[config.mk]
export PLATFORM = sky130hd
export DESIGN_NAME = morse_play_sched
export DESIGN_NICKNAME = d
export VERILOG_FILES = /design/src/rtl/morse_pkg.sv /design/src/rtl/morse_tone_gen.sv /design/src/rtl/morse_play_sched.sv
export SDC_FILE = /design/constraint.sdc
export NUM_CORES = 1
export LEC_CHECK = 0
export BUFFER_PORTS_ARGS = -buffer_cell sky130_fd_sc_hd__buf_2
export CAP_MARGIN = 15
export CORE_UTILIZATION = 40
export DETAILED_ROUTE_END_ITERATION = 8
export SETUP_SLACK_MARGIN = 0.5
export SLEW_MARGIN = 40
export SYNTH_ARGS = -nofsm -noshare
export SYNTH_HDL_FRONTEND = slang
export SYNTH_HIERARCHICAL = 1
export SYNTH_SLANG_ARGS = --single-unit
[constraint.sdc]
create_clock -name clk -period 10.02 [get_ports clk]
set_input_delay 2.004 -clock clk [delete_from_list [all_inputs] [get_ports clk]]
set_output_delay 2.004 -clock clk [all_outputs]
set_load 0.02 [all_outputs]
[src/rtl/morse_pkg.sv]
// morse_pkg: shared state codes, interval lengths and code-field offsets for the Morse path.
package morse_pkg;
  typedef enum logic [2:0] {
    S_IDLE     = 3'd0,
    S_SYM_ON   = 3'd1,
    S_SYM_GAP  = 3'd2,
    S_CHAR_GAP = 3'd3,
    S_DONE     = 3'd4
  } state_e;
  localparam int DOT_UNITS      = 1;
  localparam int DASH_UNITS     = 3;
  localparam int SYM_GAP_UNITS  = 1;
  localparam int CHAR_GAP_UNITS = 3;
  localparam int PAT_LSB        = 0;
  localparam int LEN_LSB        = 5;
  // Returns {found, index of lowest set bit}; index is 0 when nothing is set.
  function automatic logic [3:0] first_set(input logic [7:0] v);
    first_set = 4'd0;
    for (int i = 7; i >= 0; i--) if (v[i]) first_set = {1'b1, 3'(i)};
  endfunction
endpackage

[src/rtl/morse_tone_gen.sv]
// morse_tone_gen: square-wave tone with half-period half_i; clr_i restarts the wave high.
module morse_tone_gen #(
  parameter int HW = 8
) (
  input  logic          clk,
  input  logic          rst,
  input  logic          clr_i,
  input  logic [HW-1:0] half_i,
  output logic          tone_o
);
  logic [HW-1:0] cnt_q, cnt_d;
  logic          tone_q, tone_d, wrap;
  always_comb begin
    wrap   = cnt_q >= half_i - HW'(1);
    cnt_d  = (clr_i || wrap) ? '0 : cnt_q + HW'(1);
    tone_d = clr_i ? 1'b1 : wrap ? ~tone_q : tone_q;
  end
  always_ff @(posedge clk or posedge rst) begin
    if (rst) begin
      cnt_q  <= '0;
      tone_q <= 1'b0;
    end else begin
      cnt_q  <= cnt_d;
      tone_q <= tone_d;
    end
  end
  assign tone_o = tone_q;
endmodule

[src/rtl/morse_play_sched.sv]
// morse_play_sched: sequences stored Morse characters into timed dot/dash/gap intervals
// and drives the buzzer, lending it to the key sidetone while idle.
module morse_play_sched
  import morse_pkg::*;
#(
  parameter int UNIT_BASE = 10_000_000,
  parameter int TONE_BASE = 50_000
) (
  input  logic        clk,
  input  logic        rst,
  input  logic        start,
  input  logic        abort,
  input  logic [63:0] codes,
  input  logic [7:0]  char_en,
  input  logic [2:0]  speed_choose,
  input  logic [7:0]  freq_choose,
  input  logic        side_req,
  output logic        beep,
  output logic        busy,
  output logic        done,
  output logic [2:0]  char_idx,
  output logic [2:0]  state
);
  localparam int DW = $clog2(3 * UNIT_BASE * 8 + 1);
  localparam int HW = $clog2(TONE_BASE * 8 + 1);
  state_e        state_q, state_d;
  logic [63:0]   codes_q;
  logic [7:0]    en_q, frq_q, play_live, play_q, code;
  logic [2:0]    spd_q, idx_q, idx_d, sym_q, sym_d, len, fk;
  logic [4:0]    pat;
  logic [3:0]    first_live, next_hi;
  logic [DW-1:0] cnt_q, cnt_d, lim;
  logic [HW-1:0] half;
  logic          side_req_q, latch, dash, more_sym, last, tone, tone_clr;
  int            units;
  always_comb begin
    play_live = '0;
    play_q    = '0;
    for (int i = 0; i < 8; i++) begin
      play_live[i] = char_en[i] && codes[8*i+LEN_LSB +: 3] != 3'd0;
      play_q[i]    = en_q[i] && codes_q[8*i+LEN_LSB +: 3] != 3'd0;
    end
  end
  always_comb begin
    code       = codes_q[{idx_q, 3'b000} +: 8];
    pat        = code[PAT_LSB +: 5];
    len        = code[LEN_LSB +: 3] > 3'd5 ? 3'd5 : code[LEN_LSB +: 3];
    dash       = pat[sym_q];
    more_sym   = sym_q + 3'd1 < len;
    first_live = first_set(play_live);
    // Only characters strictly above the current index are candidates.
    next_hi    = first_set(play_q & ~((8'd2 << idx_q) - 8'd1));
    units      = state_q == S_SYM_ON ? (dash ? DASH_UNITS : DOT_UNITS) :
                 state_q == S_SYM_GAP ? SYM_GAP_UNITS : CHAR_GAP_UNITS;
    lim        = DW'(UNIT_BASE * (int'(spd_q) + 1) * units - 1);
    last       = cnt_q == lim;
  end
  always_comb begin
    state_d = state_q;
    idx_d   = idx_q;
    sym_d   = sym_q;
    cnt_d   = cnt_q + DW'(1);
    latch   = 1'b0;
    if (state_q != S_IDLE && abort) begin
      state_d = S_IDLE;
      idx_d   = '0;
      sym_d   = '0;
      cnt_d   = '0;
    end else begin
      case (state_q)
        S_IDLE: begin
          cnt_d = '0;
          if (start && !abort) begin
            latch   = 1'b1;
            idx_d   = first_live[2:0];
            sym_d   = '0;
            state_d = first_live[3] ? S_SYM_ON : S_DONE;
          end
        end
        S_SYM_ON: if (last) begin
          cnt_d = '0;
          if (more_sym) begin
            state_d = S_SYM_GAP;
            sym_d   = sym_q + 3'd1;
          end else state_d = next_hi[3] ? S_CHAR_GAP : S_DONE;
        end
        S_SYM_GAP: if (last) begin
          cnt_d   = '0;
          state_d = S_SYM_ON;
        end
        S_CHAR_GAP: if (last) begin
          cnt_d   = '0;
          state_d = S_SYM_ON;
          idx_d   = next_hi[2:0];
          sym_d   = '0;
        end
        default: begin
          state_d = S_IDLE;
          idx_d   = '0;
          cnt_d   = '0;
        end
      endcase
    end
  end
  always_ff @(posedge clk or posedge rst) begin
    if (rst) begin
      state_q    <= S_IDLE;
      idx_q      <= '0;
      sym_q      <= '0;
      cnt_q      <= '0;
      codes_q    <= '0;
      en_q       <= '0;
      spd_q      <= '0;
      frq_q      <= '0;
      side_req_q <= 1'b0;
    end else begin
      state_q    <= state_d;
      idx_q      <= idx_d;
      sym_q      <= sym_d;
      cnt_q      <= cnt_d;
      side_req_q <= side_req;
      if (latch) begin
        codes_q <= codes;
        en_q    <= char_en;
        spd_q   <= speed_choose;
        frq_q   <= freq_choose;
      end
    end
  end
  // Idle sidetone follows the live pitch; playback uses the pitch latched at start.
  always_comb begin
    fk       = 3'(first_set(state_q == S_IDLE ? freq_choose : frq_q));
    half     = HW'(TONE_BASE * (int'(fk) + 1));
    tone_clr = (state_d == S_SYM_ON && state_q != S_SYM_ON) ||
               (state_q == S_IDLE && side_req && !side_req_q);
  end
  morse_tone_gen #(.HW(HW)) u_tone (
    .clk    (clk),
    .rst    (rst),
    .clr_i  (tone_clr),
    .half_i (half),
    .tone_o (tone)
  );
  assign beep     = tone && (state_q == S_SYM_ON || (state_q == S_IDLE && side_req_q));
  assign busy     = state_q != S_IDLE;
  assign done     = state_q == S_DONE;
  assign char_idx = idx_q;
  assign state    = state_q;
endmodule

# Word level (Yosys, flattened, before mapping)
# Index checks and enable logic that the tools add are counted.
# op_classes
n_mul,3
reduce_logical,53
div_mod_pow,0
eq_ne,12
n_mux,58
bitwise_logic,3
add_sub_neg,8
order_cmp,4
shift,2
# op_table
cell,count
28-bit 2-to-1 mux,3
3-bit 2-to-1 mux,24
4-bit 2-to-1 mux,16
64-bit by 7-bit indexed part select with 8-bit output,1
3-bit nonzero test,17
28-bit by 1-bit adder with 28-bit output (second input constant),1
28-bit equality test,1
28-bit by 1-bit subtractor with 28-bit output (second input constant),1
3-bit one-hot mux with 3 select lines,3
1-bit logical AND,23
17-bit by 4-bit multiplier with 21-bit output (first input constant),1
21-bit by 2-bit multiplier with 21-bit output,1
19-bit by 1-bit adder with 19-bit output (second input constant),1
19-bit >= comparator,1
19-bit 2-to-1 mux,1
19-bit by 1-bit subtractor with 19-bit output (second input constant),1
12-bit by 4-bit multiplier with 15-bit output (first input constant),1
3-bit != test (second input constant),4
3-bit by 1-bit adder with 4-bit output (second input constant),2
8-bit AND,1
8-bit 2-to-1 mux,1
8-bit inverter,1
2-bit by 3-bit left shift with 8-bit output (first input constant),1
8-bit by 1-bit subtractor with 8-bit output (second input constant),1
other kinds (22),35
# totals
input_bits,88
ram_bits,0
elab_cells,154
out_inout_bits,9
regBits,141
mem_bits_ro,0
n_memories,0
latchBits,0

# Logic depth before layout (Yosys ltp)
# Gate-level depths: netlist of run 1.
# depth
ltp_word,22
ltp_mapped,32
mapped_depth_nobuf,29

# Modules after synthesis
# The synthesis of run 1 kept the hierarchy.
# by_module_without_submodules
module,area_each_um2,seq_area_each_um2,cells_per_inst,n_inst
morse_play_sched,9633.0,3002.9,992,1
morse_tone_gen,1604.0,500.5,180,1

# Worst setup path after synthesis of run 1
# Ideal clock, no wire load.
# synth_path
kind,input port to flip-flop
startpoint,input port freq_choose[4]
endpoint,register u_tone.cnt_q[10]
path_stages,25
setup_ps,121
arrival_ps,7616
n_path_buf,2
slack_ps,2283
t_required_ps,9899
cell_sequence,or3_1 o31ai_1 a21oi_1 or2_2 inv_1 ha_1 xor2_1 ha_1 ha_1 ha_1 a21oi_1 o21bai_1 a21oi_1 xnor2_1 or4b_4 or3_4 nor3_2 xnor2_1 ha_1 nand4_1 or4_1 o221ai_1 buf_2 buf_2 nor2_1
# synth_between
elab_chain_len,12
# synth_lines
element,line,rtl
"start, declared",morse_play_sched.sv:16,"input logic [7:0] freq_choose,"
8-bit 2-to-1 mux,morse_play_sched.sv:132,fk = 3'(first_set(state_q == S_IDLE ? freq_choose : frq_q));
3-bit 2-to-1 mux (5 in a row),morse_pkg.sv:19,"for (int i = 7; i >= 0; i--) if (v[i]) first_set = {1'b1, 3'(i)};"
3-bit by 1-bit adder with 4-bit output,morse_play_sched.sv:133,half = HW'(TONE_BASE * (int'(fk) + 1));
12-bit by 4-bit multiplier with 15-bit output,morse_play_sched.sv:133,
named net half[13],morse_play_sched.sv:33,logic [HW-1:0] half;
19-bit by 1-bit subtractor with 19-bit output,morse_tone_gen.sv:14,wrap = cnt_q >= half_i - HW'(1);
19-bit >= comparator,morse_tone_gen.sv:14,
1-bit logical OR,morse_tone_gen.sv:15,cnt_d = (clr_i || wrap) ? '0 : cnt_q + HW'(1);
19-bit 2-to-1 mux,morse_tone_gen.sv:15,
named net u_tone.cnt_d[10],morse_tone_gen.sv:11,"logic [HW-1:0] cnt_q, cnt_d;"
"end signal, assigned",morse_tone_gen.sv:23,cnt_q <= cnt_d;
"end, declared",morse_tone_gen.sv:11,
# The timed path passes the listed nets, and every way through them passes these cells.
# A chain may end at the register's enable or synchronous reset.

# Worst setup path in the final report of run 1
# layout_path
startpoint,register spd_q[0]
endpoint,register u_tone.cnt_q[9]
# layout_between
elab_chain_len,13
word_cells_on_any_way,14
classes_between,2 x add/sub; 2 x mul; 2 x eq/ne; 5 x mux; 3 x reduce/logical
# layout_lines
element,line,rtl
"start, declared",morse_play_sched.sv:29,"logic [2:0] spd_q, idx_q, idx_d, sym_q, sym_d, len, fk;"
"start signal, assigned",morse_play_sched.sv:125,spd_q <= speed_choose;
3-bit by 1-bit adder with 4-bit output *,morse_play_sched.sv:55,lim = DW'(UNIT_BASE * (int'(spd_q) + 1) * units - 1);
17-bit by 4-bit multiplier with 21-bit output *,morse_play_sched.sv:55,
21-bit by 2-bit multiplier with 21-bit output *,morse_play_sched.sv:55,
28-bit by 1-bit subtractor with 28-bit output *,morse_play_sched.sv:55,
28-bit equality test *,morse_play_sched.sv:56,last = cnt_q == lim;
"3-bit 2-to-1 mux, on equally long branches","morse_play_sched.sv:87, morse_play_sched.sv:91, morse_play_sched.sv:80",
3-bit one-hot mux with 3 select lines *,morse_play_sched.sv:70,case (state_q)
3-bit 2-to-1 mux *,morse_play_sched.sv:64,if (state_q != S_IDLE && abort) begin
3-bit by 1-bit equality test with 1-bit output *,morse_play_sched.sv:134,tone_clr = (state_d == S_SYM_ON && state_q != S_SYM_ON) ||
1-bit logical AND *,morse_play_sched.sv:134,
1-bit logical OR *,morse_play_sched.sv:134,
named net tone_clr,morse_play_sched.sv:34,"logic side_req_q, latch, dash, more_sym, last, tone, tone_clr;"
1-bit logical OR *,morse_tone_gen.sv:15,
19-bit 2-to-1 mux *,morse_tone_gen.sv:15,
named net u_tone.cnt_d[9],morse_tone_gen.sv:11,
# Mark *: on every way through the listed nets, which the timed path passes. The rest lies on a longest branch.

==> results of run 1 <==
-- registers in the layout, summed over array words and instances (netlist names) --
| register | cells |
|---|---|
| codes_q | 64 |
| cnt_q | 28 |
| sym_q | 3 |
| u_tone/tone_o | 1 |
| state | 3 |
| side_req_q | 1 |
| en_q | 7 |
| char_idx | 3 |
| frq_q | 8 |
| spd_q | 3 |
| u_tone/cnt_q | 19 |
-- metrics by stage --
step / cells / setup WS [ns]
3_3_place_gp: 1611 / 1.99
5_1_grt: 1644 / 1.15
2_1_floorplan: 1186 / 2.28
6_report: 1644 / 1.90
4_1_cts: 1643 / 1.91
3_5_place_dp: 1611 / 1.74
-- worst min-delay path by stage --
stage,from,to,slack (ns),cells past startpoint
3_3_place_gp,codes_q[28]$_DFFE_PP0P_,codes_q[28]$_DFFE_PP0P_,0.48,1
3_5_place_dp,codes_q[51]$_DFFE_PP0P_,codes_q[51]$_DFFE_PP0P_,0.49,1
5_1_grt,codes_q[51]$_DFFE_PP0P_,codes_q[51]$_DFFE_PP0P_,0.50,1
6_report,codes_q[51]$_DFFE_PP0P_,codes_q[51]$_DFFE_PP0P_,0.50,1
4_1_cts,codes_q[51]$_DFFE_PP0P_,codes_q[51]$_DFFE_PP0P_,0.50,1
2_1_floorplan,frq_q[6]$_DFFE_PP0P_,frq_q[6]$_DFFE_PP0P_,0.47,2
-- Yosys cell counts, types with 8 or more instances --
master	n	area (µm²)
xnor2_1	75	657
nand2b_1	12	75.1
nand2_1	81	304
dfrtp_1	140	3500
nand4_1	21	131
a21oi_1	45	225
nor3_1	45	225
clkbuf_1	33	124
mux2_2	87	980
nor2b_1	26	163
nor3_2	21	210
and2_1	9	56.3
xor2_1	58	508
o21ai_0	26	130
a21o_1	17	128
mux2i_1	9	90.1
ha_1	84	1050
o31ai_1	8	60.1
and3_1	15	93.8
inv_1	33	124
nor2_1	84	315
o211ai_1	10	75.1
mux4_2	11	248
nand3_1	49	245
buf_2	12	60.1
-- cells by family (layout without fill, tap and decap cells) --
family	Yosys count	count (layout)
AND/OR/NAND/NOR	420	420
multiplexers	107	107
XOR/XNOR	135	135
buffers and inverters	84	169
flip-flops	140	140
AO/OA/AOI/OAI	198	198
other	1	16
adder cells (fa/ha/maj)	87	87
-- critical path, delay by kind of cell (launching register included) --
family / cells / cell delay, ns
compound gates: 11 / 3.01
xor+xnor: 4 / 1.02
fa+ha+maj: 5 / 1.86
buf+inv: 2 / 0.52
flops: 1 / 0.57
mux: 1 / 0.25
simple gates: 6 / 0.82
-- per-layer routing --
layer | vias to the layer above | wire [µm] | share of wire [%] | track usage (%)
li1 | 4453 | - | - | -
met1 | 4250 | 12400 | 49 | 25.2
met2 | 132 | 11700 | 46 | 29.1
met3 | 12 | 991 | 3.9 | 3.82
met4 | 2 | 202 | 0.80 | 3.84
met5 | - | 10 | 0.040 | 0
-- area by class of cell --
class | instances | area (µm²) | share of cell area [%]
diodes | 1 | 2.50 | 0.0197
clock buffers | 18 | 439 | 3.47
clock inverters | 14 | 153 | 1.20
inverters | 33 | 129 | 1.02
multi-input cells | 962 | 7440 | 58.7
flip-flops and latches | 140 | 3500 | 27.6
well taps | 372 | 465 | 3.67
repair buffers | 104 | 541 | 4.27
==> run_results.csv, run 1 <==
group,metric,value,unit
yosys,syn-cell-area,11200,µm²
clock_tree,clk_pin_slew,0.06,ns
timing,finalHoldViolations,0,
placement,gp_congestion,0.847,
floorplan,num_rows,60,
worst_setup_path,crit_path_end_kind,"flop",
grt,overflow,0,
timing,post-route-period-util,81.0,%
floorplan,start_util,41.2,%
grt,grt_pass1_wl,42500,µm
floorplan,die-height,170,µm
timing,setup_violations,0,
drt,via_per_inst,5.38,
drt,vias,8849,
worst_setup_path,r2r_slack,1.90,ns
worst_hold_path,hp-class,"flop to flop",
placement,portBuffers,96,
yosys,synth_compound_area_share,12.7,%
layout,final_common_cell,"dfrtp_1",
worst_setup_path,crit_arrival,8.46,ns
clock_tree,clock_sinks,140,
yosys,synth-simple-area-share,20.5,%
floorplan,core,27300,µm²
timing,drv_slew,0,
timing,slew_headroom,45.0,%
job,max_cap_violations,0,
yosys,synth_top_family_by_area,"simple AND/OR/NAND/NOR gates",
yosys,synthCells,1172,
placement,hpwl,18800,µm
worst_setup_path,r2r-start,"spd_q[0]$_DFFE_PP0P_",
yosys,synth-warning-count,6,
status,outcome,"complete, no violations",
layout,fillers,2613,
worst_setup_path,cpPeakStageDelay,0.57,ns
drt,drtPass1Iterations,5,
floorplan,die-area,28800,µm²
yosys,synth_area_per_cell,9.59,µm²
clock_tree,post-cts-setup-buffer-count,0,
layout,synthToLayoutAreaGrowth,12.8,%
grt,grt_max_degree,86,
timing,max_freq,123,MHz
worst_setup_path,cp-endpoint,"u_tone/cnt_q[9]$_DFF_PP0_",
floorplan,ioPinCount,97,
timing,hold_slack,0.501,ns
yosys,synthAdderAreaFrac,9.89,%
placement,place_area,12100,µm²
drt,routedWlPerCell,15.3,µm
drt,drtIter0Drc,463,
drt,wirelength,25200,µm
yosys,synthArstFlopShare,100,%
yosys,synth_xor_area_share,10.8,%
yosys,yosysSeqAreaShare,31.2,%
timing,setup_tns,0,ns
worst_setup_path,path_common_cell,"ha_1",
drt,drtAntennaViolNets,0,
layout,layout_common_cells,"dfrtp_1, buf_2, mux2_2",
clock_tree,h-tree-depth,4,
timing,skew,0.0169,ns
layout,post-route-util,46.5,%
clock_tree,cts_buffers,17,
worst_setup_path,crit_path_top_delay_cell,"dfrtp_1",
yosys,synth_flop_cell,"dfrtp_1",
clock_tree,hold_buffers,0,
yosys,postSynthRegisterBits,140,
grt,gr-usage-all-layers,18.2,%
clock_tree,cts_resized,0,
worst_setup_path,critPathKind,"flop to flop",
clock_tree,cts_buffer_depth,2,
worst_setup_path,rr_worst_depth,29,
clock_tree,cts_tree,"yes",
layout,drive_gt1_share,22.7,%
yosys,yosys-mux-area-fraction,11.7,%
worst_setup_path,rr_endpoint,"u_tone/cnt_q[9]$_DFF_PP0_",
timing,rsz0062_at_grt,"false",
layout,final_cell_area,12700,µm²
floorplan,die_w,170,µm
timing,worst_slew_pin_slew,0.825,ns
timing,fin_crit,8.12,ns
grt,antenna_found_initial,3,
yosys,synth_edf_count,0,
grt,grt_pass1_vias,8494,
yosys,synth_cell_types,85,
worst_setup_path,cp-start-kind,"flop",
layout,nNetsFinal,1433,
clock_tree,cts_root_buffer,"clkbuf_16",
worst_setup_path,crit_start,"spd_q[0]$_DFFE_PP0P_",
clock_tree,clock_latency,0.43,ns
drt,route.detailed.drc,0,
worst_setup_path,critPathRequiredTime,10.37,ns
worst_setup_path,crit_fanout,19,
Power of run 1 is not shown: default switching activity piles up to over one toggle a cycle in this logic, so the estimate is an artifact.
==> run 2, diff against run 1 <==
Settings changed: ABC_AREA from default to 1.
Clock period 10.02 ns to 7.5 ns, I/O delays scaled along.
==> run 2 against run 1 <==
Final cell count grew 41%. Clock skew shrank 0.0065 ns. Critical path depth grew 12. Utilization grew 1.0 points. Synthesized cell count grew 54%. Register-to-register slack lost 0.93 ns. Global-route usage grew 3.4 points. Count of clock-buffer cells in the layout is the same. Setup slack lost 0.93 ns. First-iteration DRC count grew 46%. Wire length grew 28%. Maximum frequency grew 24%.
==> run_results.csv, run 2 <==
group,metric,value,unit
placement,place_ws,0.278,ns
grt,grt_pass1_wl,54200,µm
clock_tree,cts_tree,"yes",
yosys,syn-cell-area,12100,µm²
yosys,yosysMostFrequentCell,"nand2_1",
yosys,synthTopCellsByArea,"dfrtp_1, nand2_1, ha_1, inv_1, nor2_1",
worst_hold_path,hold_depth,2,
status,outcome,"complete, no violations",
layout,synthToLayoutAreaGrowth,16.7,%
yosys,synthCells,1800,
timing,worst_slew_pin_slew,0.819,ns
yosys,postSynthRegisterBits,140,
worst_setup_path,critPathRequiredTime,7.86,ns
yosys,synth_cell_types,55,
layout,largest_register_ffs,64,
yosys,synth-warning-count,6,
yosys,synth_top_cell_area_share,28.9,%
clock_tree,cts_root_buffer,"clkbuf_16",
drt,drtIter0Drc,676,
yosys,synth_edf_count,0,
timing,worst_slack,0.976,ns
job,max_cap_violations,0,
yosys,synth_flop_cell,"dfrtp_1",
clock_tree,cts_buffers,17,
worst_setup_path,r2r-start,"spd_q[0]$_DFFE_PP0P_",
floorplan,die_w,176,µm
yosys,yosysSeqAreaShare,28.9,%
clock_tree,clock_latency,0.43,ns
drt,wirelength,32300,µm
timing,fin_crit,6.52,ns
layout,nNetsFinal,2093,
layout,final_cell_area,14100,µm²
placement,portBuffers,96,
layout,final_common_cell,"nand2_1",
worst_setup_path,rr_worst_depth,41,
layout,regMostFlops,"codes_q",
worst_hold_path,hp-class,"flop to flop",
timing,setup_tns,0,ns
timing,skew,0.0105,ns
clock_tree,cts_buffer_depth,2,
timing,slew_headroom,44.9,%
worst_setup_path,crit_path_end_kind,"flop",
worst_hold_path,min_to,"frq_q[0]$_DFFE_PP0P_",
yosys,synth_common_cells,"nand2_1, inv_1, nor2_1, dfrtp_1, nand3_1",
placement,hpwl,25200,µm
clock_tree,h-tree-depth,4,
worst_setup_path,path_common_cell,"nand2_1",
grt,grt_pass1_vias,11172,
drt,drtPass1Iterations,5,
drt,route.detailed.drc,0,
worst_setup_path,r2r_slack,0.98,ns
clock_tree,clock_sinks,140,
placement,gp_congestion,0.920,
worst_hold_path,hold_start,"frq_q[0]$_DFFE_PP0P_",
floorplan,num_rows,63,
timing,rsz0062_at_grt,"false",
worst_setup_path,crit_arrival,6.88,ns
grt,overflow,0,
grt,grt_max_degree,111,
floorplan,die-height,176,µm
yosys,synthArstFlopShare,100,%
drt,via_per_inst,4.98,
floorplan,die-area,31000,µm²
floorplan,start_util,40.7,%
timing,drv_slew,0,
timing,finalHoldViolations,0,
clock_tree,clk_pin_slew,0.07,ns
timing,post-route-period-util,87.0,%
worst_setup_path,rr_endpoint,"u_tone/cnt_q[17]$_DFF_PP0_",
layout,layout_common_cells,"nand2_1, inv_1, nor2_1",
drt,routedWlPerCell,13.9,µm
worst_setup_path,cp-start-kind,"flop",
worst_setup_path,crit_fanout,19,
floorplan,ioPinCount,97,
grt,gr-usage-all-layers,21.6,%
placement,place_area,13100,µm²
timing,max_freq,153,MHz
layout,antennaDiodeCount,0,
layout,drive_gt1_share,17.2,%
yosys,synth_area_per_cell,6.73,µm²
worst_setup_path,crit_path_top_delay_cell,"fa_1",
layout,fillers,3084,
worst_setup_path,cpPeakStageDelay,0.48,ns
floorplan,core,29700,µm²
layout,reg_top3,"codes_q: 64 flops, cnt_q: 28 flops, u_tone/cnt_q: 19 flops",
drt,vias,11561,
grt,antenna_found_initial,0,
drt,drtAntennaViolNets,0,
timing,setup_violations,0,
yosys,synth_top_cell_by_area,"dfrtp_1",
worst_setup_path,critPathKind,"flop to flop",
[run 2: kinds of logic (layout without fill, tap and decap cells)]
logic type,count (synthesis),after routing,synth area share (%)
mux,5,5,0.413
buf+inv,278,399,8.90
flops,140,140,28.9
other cells,1,11,0.0310
compound gates,147,147,7.05
simple gates,1061,1061,39.6
fa+ha+maj,87,87,9.18
xor+xnor,81,81,5.86
[run 2: worst max path at each step]
stage	depth (start not counted)	endpoint	slack [ns]	start
2_1_floorplan	43	u_tone/tone_o$_DFFE_PP0P_	1.22	spd_q[1]$_DFFE_PP0P_
3_3_place_gp	43	u_tone/cnt_q[17]$_DFF_PP0_	0.60	spd_q[0]$_DFFE_PP0P_
3_5_place_dp	43	u_tone/cnt_q[16]$_DFF_PP0_	0.28	spd_q[0]$_DFFE_PP0P_
4_1_cts	45	u_tone/cnt_q[2]$_DFF_PP0_	0.52	spd_q[0]$_DFFE_PP0P_
5_1_grt	46	u_tone/cnt_q[1]$_DFF_PP0_	0.50	spd_q[1]$_DFFE_PP0P_
6_report	41	u_tone/cnt_q[17]$_DFF_PP0_	0.98	spd_q[0]$_DFFE_PP0P_
[run 2: through the flow]
| step | hold slack [ns] | utilization (%) | std cells |
|---|---|---|---|
| after CTS | 0.474 | 46.0 | 2313 |
| after floorplan | 0.432 | - | 1810 |
| after global placement | 0.450 | 44.0 | 2278 |
| after global routing | 0.494 | 47.5 | 2321 |
| final | 0.470 | 47.5 | 2321 |
| after detailed placement | 0.457 | 44.0 | 2278 |
[run 2: what timing repair did]
action,4_1_cts,5_1_grt
hold buffers,0,0
pin swaps,2,26
resized for setup,1,93
buffers inserted,3,7
endpoints found under the setup margin,20,20
[run 2: critical path, delay by kind of cell (launching register included)]
family | cells | cell delay, ns
AOI/OAI and AO/OA | 3 | 0.54
xor gates and xnor gates | 2 | 0.53
adders and majority gates | 5 | 1.53
buffers and inverters | 7 | 0.64
DFF | 1 | 0.43
and+or+nand+nor | 24 | 2.78
[run 2: layer usage]
layer | share of wire (%) | global-route usage, %
met2 | 46 | 35.4
met1 | 46 | 28.4
met5 | 0 | 0
met4 | 3.0 | 8.95
met3 | 4.2 | 3.32
[run 2: final cells by class]
class	count	area (µm²)	share of cell area (%)
Clock inverter	14	131	0.930
Tap cell	390	488	3.46
Sequential cell	140	3510	24.8
Multi-Input combinational cell	1392	7950	56.3
Timing Repair Buffer	119	673	4.77
Clock buffer	18	439	3.11
Inverter	248	941	6.66
Power of run 2 is left out for the same reason.
==> run 3, diff against run 2 <==
==> constraint.sdc (replaced) <==
create_clock -name clk -period 7.5 [get_ports clk]
set_input_delay 0.375 -clock clk [delete_from_list [all_inputs] [get_ports clk]]
set_output_delay 0.375 -clock clk [all_outputs]
set_load 0.02 [all_outputs]
==> run 3 against run 2 <==
Register-to-register slack got worse by 0.02 ns. Non-clock buffer count rose by 10. Global-route usage shrank 0.089 points. Die area stayed put. Sequential share of layout area decreased by 0.29 points. Clock skew rose by 0.0026 ns. Wire length grew 1.5%. Final cell count increased by 0.47%. Sequential cell count did not move. Via count increased by 0.36%. Critical endpoint is now u_tone/cnt_q[2]$_DFF_PP0_.
==> run_results.csv, run 3 (same netlist as run 2, synthesis figures left out) <==
group,metric,value,unit
status,outcome,"complete, no violations",
layout,reg_top3,"codes_q: 64 flops, cnt_q: 28 flops, u_tone/cnt_q: 19 flops",
worst_setup_path,critPathRequiredTime,7.85,ns
worst_setup_path,crit_path_end_kind,"flop",
placement,portBuffers,96,
grt,grt_pass1_vias,10913,
drt,vias,11603,
layout,drive_gt1_share,18.4,%
clock_tree,clock_latency,0.43,ns
layout,regMostFlops,"codes_q",
clock_tree,cts_tree,"yes",
grt,overflow,0,
layout,final_common_cell,"nand2_1",
drt,wirelength,32800,µm
floorplan,die-area,31000,µm²
layout,antennaDiodeCount,0,
timing,post-route-period-util,87.3,%
grt,antenna_found_initial,0,
timing,rsz0062_at_grt,"false",
clock_tree,hold_buffers,0,
worst_setup_path,crit_fanout,5,
grt,grt_busiest_layer,"met2",
clock_tree,cts_buffers,17,
worst_setup_path,rr_endpoint,"u_tone/cnt_q[2]$_DFF_PP0_",
placement,place_area,13100,µm²
floorplan,core,29700,µm²
grt,use_met3,2.48,%
drt,drtAntennaViolNets,0,
worst_setup_path,rr_worst_depth,44,
layout,layout_common_cells,"nand2_1, inv_1, nor2_1",
worst_setup_path,r2r_slack,0.95,ns
worst_setup_path,crit_path_top_delay_cell,"fa_1",
placement,hpwl,25200,µm
grt,gr-usage-all-layers,21.6,%
worst_setup_path,r2r-start,"spd_q[0]$_DFFE_PP0P_",
floorplan,num_rows,63,
drt,drtPass1Iterations,5,
timing,worst_slew_pin_slew,0.720,ns
grt,grt_util_met1,29.1,%
floorplan,ioPinCount,97,
layout,largest_register_ffs,64,
grt,grt_max_degree,111,
placement,gp_congestion,0.921,
timing,setup_violations,0,
clock_tree,clk_pin_slew,0.07,ns
floorplan,die_w,176,µm
timing,drv_slew,0,
timing,setup_tns,0,ns
timing,fin_crit,6.55,ns
grt,grt_pass1_wl,54000,µm
drt,via_per_inst,4.98,
drt,routedWlPerCell,14.1,µm
floorplan,die-height,176,µm
worst_setup_path,cpPeakStageDelay,0.48,ns
drt,route.detailed.drc,0,
worst_setup_path,crit_arrival,6.90,ns
timing,finalHoldViolations,0,
job,max_cap_violations,0,
clock_tree,cts_root_buffer,"clkbuf_16",
clock_tree,clock_sinks,140,
grt,met2_usage,36.3,%
timing,slew_headroom,51.6,%
floorplan,start_util,40.7,%
worst_setup_path,cp-start-kind,"flop",
timing,skew,0.0131,ns
layout,nNetsFinal,2104,
clock_tree,h-tree-depth,4,
worst_hold_path,hp-class,"input port to async pin",
worst_setup_path,critPathKind,"flop to flop",
timing,max_freq,153,MHz
layout,final_cell_area,14300,µm²
clock_tree,cts_buffer_depth,2,
drt,drtIter0Drc,597,
layout,synthToLayoutAreaGrowth,18.0,%
[run 3: cell types whose count changed in the layout (fill, tap and decap cells not counted), moves of 3 or more]
cell / previous run / this run
buf_4: 20 / 27
nor2_2: 24 / 30
nand2_2: 33 / 38
nor2_1: 160 / 155
nor3_2: 10 / 14
clkinvlp_4: 2 / 5
nand2_1: 590 / 587
nor3_1: 25 / 22
[run 3: layout make-up]
cell class	count	area, µm²
clock inverter	14	153
multi-input combinational	1392	7960
tap	390	488
timing repair inverter	1	7.51
clock buffer	18	439
inverter	248	946
fill	3032	15400
timing repair buffer	129	787
sequential	140	3500
[run 3: stage by stage]
stage	setup WS, ns	utilization, %	instances	hold slack (ns)
after CTS	0.506	46.0	2310	0.0585
after detailed placement	0.375	44.0	2277	0.455
final	0.953	48.1	2332	0.0183
after floorplan	1.22	-	1810	0.339
after global placement	0.588	44.0	2277	0.451
after global routing	0.423	48.1	2332	0.0656
[run 3: worst max-delay path by stage]
stage	startpoint	to	slack (ns)	cells after the start
5_1_grt	spd_q[0]$_DFFE_PP0P_	u_tone/cnt_q[18]$_DFF_PP0_	0.42	43
3_3_place_gp	spd_q[0]$_DFFE_PP0P_	u_tone/cnt_q[17]$_DFF_PP0_	0.59	43
3_5_place_dp	spd_q[0]$_DFFE_PP0P_	u_tone/cnt_q[16]$_DFF_PP0_	0.37	43
2_1_floorplan	spd_q[1]$_DFFE_PP0P_	u_tone/tone_o$_DFFE_PP0P_	1.22	43
6_report	spd_q[0]$_DFFE_PP0P_	u_tone/cnt_q[2]$_DFF_PP0_	0.95	44
4_1_cts	spd_q[0]$_DFFE_PP0P_	u_tone/cnt_q[16]$_DFF_PP0_	0.51	43
[run 3: what timing repair did]
item                       in CTS  in global routing
pin swaps                       2                 35
setup endpoints to repair      19                 36
gates cloned                    0                  4
buffers inserted                1                 18
resized for setup               1                106
[run 3: layer usage]
| layer | vias to the layer above | wire [µm] | share of wire (%) |
|---|---|---|---|
| li1 | 5962 | - | - |
| met1 | 5391 | 15600 | 48 |
| met2 | 208 | 15600 | 48 |
| met3 | 42 | 1050 | 3.2 |
| met4 | 0 | 537 | 1.6 |
| met5 | - | 0 | 0 |
[run 3: critical path: cells and delay by family (launching register included)]
family,cells,cell delay (ns)
AO/OA/AOI/OAI,2,0.35
XOR/XNOR,2,0.47
adder cells (fa/ha/maj),5,1.39
buffers and inverters,7,0.60
flip-flops,1,0.43
AND/OR/NAND/NOR,28,3.23
Power of run 3 is left out for the same reason.
